$ cat src/rtl/syncnt_mod.sv
// -----------------------------------------------------------------------------
// syncnt_mod
//
// Parametrised synchronous up/down counter with programmable modulus, parallel
// load and a cascade-ready terminal-count output. The count range is
// 0 .. MODULUS-1 and all state changes happen on the rising edge of clk.
//
// Next-state priority at each edge: rst > load > en > hold.
//
// Optional feature macro: SYNCNT_MOD_SAT_EN
//   When it is defined, a sat input is added. With sat=1, an enabled count at
//   the boundary in the current direction holds q and still pulses ovf.
//   When it is undefined, there is no sat port and the counter always wraps.
//
// Parameters:
//   WIDTH    counter width in bits (>= 1)
//   MODULUS  count modulus, 2 <= MODULUS <= 2**WIDTH
//
// Ports:
//   clk   in   1      clock, rising edge
//   rst   in   1      synchronous active-high reset
//   en    in   1      count enable
//   down  in   1      direction, 0 = up, 1 = down
//   load  in   1      parallel load strobe (load value is clamped to MODULUS-1)
//   d     in   WIDTH  load value
//   sat   in   1      saturate-mode select (only with SYNCNT_MOD_SAT_EN)
//   q     out  WIDTH  current count
//   tc    out  1      terminal count, combinational; drives en of next stage
//   ovf   out  1      registered one-cycle wrap/saturation pulse
// -----------------------------------------------------------------------------
module syncnt_mod #(
  parameter int                WIDTH   = 8,
  parameter longint unsigned   MODULUS = 64'd1 << WIDTH
) (
  input  logic             clk,
  input  logic             rst,
  input  logic             en,
  input  logic             down,
  input  logic             load,
  input  logic [WIDTH-1:0] d,
`ifdef SYNCNT_MOD_SAT_EN
  input  logic             sat,
`endif
  output logic [WIDTH-1:0] q,
  output logic             tc,
  output logic             ovf
);

  // Reject parameter combinations outside the supported range at elaboration.
  if (WIDTH < 1 || MODULUS < 2 || MODULUS > (64'd1 << WIDTH)) begin : g_bad_param
    $error("syncnt_mod: illegal WIDTH/MODULUS combination");
  end

  // Top of the count range, held in WIDTH bits so that MODULUS = 2**WIDTH
  // needs no extra compare bit.
  localparam logic [WIDTH-1:0] MAX_VAL = WIDTH'(MODULUS - 64'd1);
  localparam logic [WIDTH-1:0] ONE     = WIDTH'(1);

  logic [WIDTH-1:0] count_q, count_d;
  logic             ovf_q, ovf_d;

  logic at_zero;
  logic at_max;
  logic at_bound;

  assign at_zero  = (count_q == '0);
  assign at_max   = (count_q == MAX_VAL);
  // Boundary in the currently selected direction; tc follows down in the
  // same cycle and never depends on d.
  assign at_bound = down ? at_zero : at_max;

  assign tc  = en & ~load & at_bound;
  assign q   = count_q;
  assign ovf = ovf_q;

  always_comb begin
    count_d = count_q;
    ovf_d   = 1'b0;
    if (load) begin
      // ">=" rather than ">" keeps the compare meaningful when MAX_VAL is
      // all ones; the result is identical.
      count_d = (d >= MAX_VAL) ? MAX_VAL : d;
    end else if (en) begin
      if (down) begin
        ovf_d   = at_zero;
        count_d = at_zero ? MAX_VAL : (count_q - ONE);
      end else begin
        // Out-of-range values (only reachable by upset) wrap to 0 as well.
        ovf_d   = (count_q >= MAX_VAL);
        count_d = (count_q >= MAX_VAL) ? '0 : (count_q + ONE);
      end
`ifdef SYNCNT_MOD_SAT_EN
      // Saturation: hold at the boundary, ovf still pulses.
      if (sat && at_bound) begin
        count_d = count_q;
      end
`endif
    end
  end

  always_ff @(posedge clk) begin
    if (rst) begin
      count_q <= '0;
      ovf_q   <= 1'b0;
    end else begin
      count_q <= count_d;
      ovf_q   <= ovf_d;
    end
  end

endmodule
$ cat config.mk
export PLATFORM = sky130hd
export DESIGN_NAME = syncnt_mod
export DESIGN_NICKNAME = d
export VERILOG_FILES = /design/src/rtl/syncnt_mod.sv
export SDC_FILE = /design/constraint.sdc
export NUM_CORES = 1
export LEC_CHECK = 0
export CAP_MARGIN = 20
export CORE_ASPECT_RATIO = 1.5
export CORE_MARGIN = 3
export CORE_UTILIZATION = 44
export DETAILED_ROUTE_END_ITERATION = 7
export PLACE_DENSITY = 0.76
export SYNTH_ARGS = -nofsm -noshare
export SYNTH_HDL_FRONTEND = slang
export SYNTH_SLANG_ARGS = --single-unit
$ cat constraint.sdc
create_clock -name clk -period 1.7 [get_ports clk]
set_clock_uncertainty 0.05 [all_clocks]
set_input_delay 0.34 -clock clk [delete_from_list [all_inputs] [get_ports clk]]
set_output_delay 0.34 -clock clk [all_outputs]
set_load 0.005 [all_outputs]
==> out/results.ini <==
[global_route]
grt_pass1_vias = 1072
antenna_found_initial = 0
grt_max_degree = 18
overflow = 0
grtUsageTotal_pct = 26.1
grt_pass1_wl_mm = 5.11

[timing]
worstMarginPinSlew_ns = 0.309
setup_violations = 5
max_freq_ghz = 0.464
slew_violations = 0
setup_ws_ns = -0.454
period_share_pct = 127
period_needed_ns = 2.15
slew_headroom_pct = 79.3
rsz0062_at_grt = true
hold_ws_ns = 0.585
timing.final.hold_violations = 0

[synthesis]
synthFlopType = dfxtp_1
ys_types = 45
syn_avg_cell_area_um2 = 7.87
synth_area_leader_cell = dfxtp_1
yosys_warnings = 0
synth-edff-count = 0
yosysSeqAreaShare_pct = 19.6
synthArstFlopShare_pct = 0
synth_area_um2 = 921
yosys-top-cells-area = dfxtp_1 20%, a21oi_1 8.2%, ha_1 4.1%
syn_nets = 133
synthCells = 117
ys_ff_latch = 9
synth_top_area_share_pct = 19.6

[cts]
clk_pin_slew_ns = 0.07
clk-insertion-delay-late_ns = 0.28
cts_tree = done
cts-root-buf = clkbuf_4
clockBufferDepth = 2
htree_levels = 1
cts.sinks = 9
cts_made_buffers = 3
cts_hold_buffers = 0

[final_layout]
final_util_pct = 80.5
layout_common_cells = 31 x buf_4, 17 x clkdlybuf4s50_1, 11 x a21oi_1
layout_commonest_cell = buf_4
synthToLayoutAreaGrowth_pct = 66.3
final_nets = 188
layout-drive-gt1-share_pct = 43.9
num_antenna_cells = 0

[worst_hold_path]
hold_path_class = in2reg

[die]
die_width_um = 43.4
core_um2 = 1900
num_rows = 19
die_h_um = 62.0
io_pins = 23
die_area_um2 = 2690
start_util_pct = 48.4

[placed_design]
place_congestion = 0.916
io_buffer_count = 22
dp_hpwl_mm = 2.39

[power]
p_total_w = 0.000888
leakage_nw = 0.645
ir_drop_v = 0.000448
power.density_nw_per_um2 = 580

[critical_path]
r2r-start = q[1]$_SDFFE_PP0P_
crit_path_start = q[1]$_SDFFE_PP0P_
worst-r2r-setup-slack_ns = -0.23
start_kind = flip-flop
reg2reg_depth = 8
critical_path_class = reg2out
cp_max_fo = 2
cp-end-kind = output port
arrival_ns = 1.76
timing.rr.end = q[4]$_SDFFE_PP0P_
slowest_stage = or4b_4
critPathMaxStageDelay_ns = 0.47
cp.required_ns = 1.31
crit_path_end = tc
cp_cell_sequence = inv_4 > ha_4 > or4b_4 > nor2_4 > nand2_2 > a21oi_2 > buf_2

[drt]
drc = 0
first_pass_iters = 4
wl_per_cell_um = 18.4
wirelength_mm = 3.53
viasPerCell = 6.14
route.antenna.remaining_nets = 0
drtIter0Drc = 63
route.vias.total = 1179

[run_status]
status = finished with violations
violations = setup timing

[flow_run]
cap_violations = 0

flip-flops by register name, indices dropped and copies added, names as in the netlist:
signal / count
q: 8
ovf: 1
stage by stage:
| stage | setup TNS [ns] | setup WS [ns] | instances | instance area (um^2) |
|---|---|---|---|---|
| floorplan | -0.0525 | -0.0525 | 117 | 950 |
| global placement | -1.32 | -0.530 | 183 | 1360 |
| global route | -1.34 | -0.488 | 192 | 1530 |
| CTS | -0.927 | -0.447 | 188 | 1420 |
| finish | -0.932 | -0.454 | 192 | 1530 |
| detailed placement | -1.57 | -0.551 | 183 | 1360 |
area by class of cell:
type                    instances  area [um^2]
clock buffers                   4         26.3
flip-flops and latches          9          194
inverters                       9         38.8
repair buffers                 59          526
fillers                       120          370
multi-input cells              90          721
well taps                      21         26.3
worst min path at each step:
stage | startpoint | endpoint | slack, ns | cells after the start
floorplan | d[2] | q[2]$_SDFFE_PP0P_ | 0.43 | 2
global placement | q[7]$_SDFFE_PP0P_ | q[7]$_SDFFE_PP0P_ | 0.64 | 3
detailed placement | q[7]$_SDFFE_PP0P_ | q[7]$_SDFFE_PP0P_ | 0.66 | 3
CTS | d[2] | q[2]$_SDFFE_PP0P_ | 0.58 | 3
global route | d[2] | q[2]$_SDFFE_PP0P_ | 0.59 | 3
finish | d[2] | q[2]$_SDFFE_PP0P_ | 0.59 | 3
synth_stat cells, types with 3 or more instances:
master	count
o21ai_0	5
ha_1	3
nand2_1	6
or3_1	3
a21boi_0	4
nand3_1	6
dfxtp_1	9
buf_6	3
buf_4	4
nor3b_1	4
inv_1	9
nor2_1	5
nor3_1	3
xnor2_1	4
a21oi_1	15
repair_timing:
action | CTS | global route
resized for setup | 19 | 20
endpoints found under the setup margin | 10 | 14
setup buffers | 1 | 4
pin swaps | 4 | 10
routing by layer:
metal	GRT usage (%)	vias to the layer above	share of wire, %
met3	3.75	16	6.2
met2	49.0	62	53
met4	16.4	0	3.2
met5	0	-	0
met1	26.9	557	37
li1	-	544	-
critical path, delay by kind of cell, from the launching register on:
family	cells	cell delay, ns
flops	1	0.35
simple gates	3	0.67
compound gates	1	0.14
fa+ha+maj	1	0.13
buf+inv	2	0.19
kinds of logic (layout without fill, tap and decap cells):
kind of cell | count (synthesis) | after routing | share of synthesized area [%]
xor+xnor | 5 | 5 | 4.76
flops | 9 | 9 | 19.6
compound gates | 45 | 45 | 34.9
fa+ha+maj | 3 | 3 | 4.08
buf+inv | 18 | 72 | 12.5
simple gates | 37 | 37 | 24.2
power breakdown:
part	leakage, nW	switching, W	internal (W)	total (W)
combinational	0.553	0.000216	0.000242	0.000458
clock	0.0150	0.0000954	0.0000911	0.000187
sequential	0.0771	0.0000155	0.000227	0.000243
No activity file was read; power rests on OpenSTA's default activity.
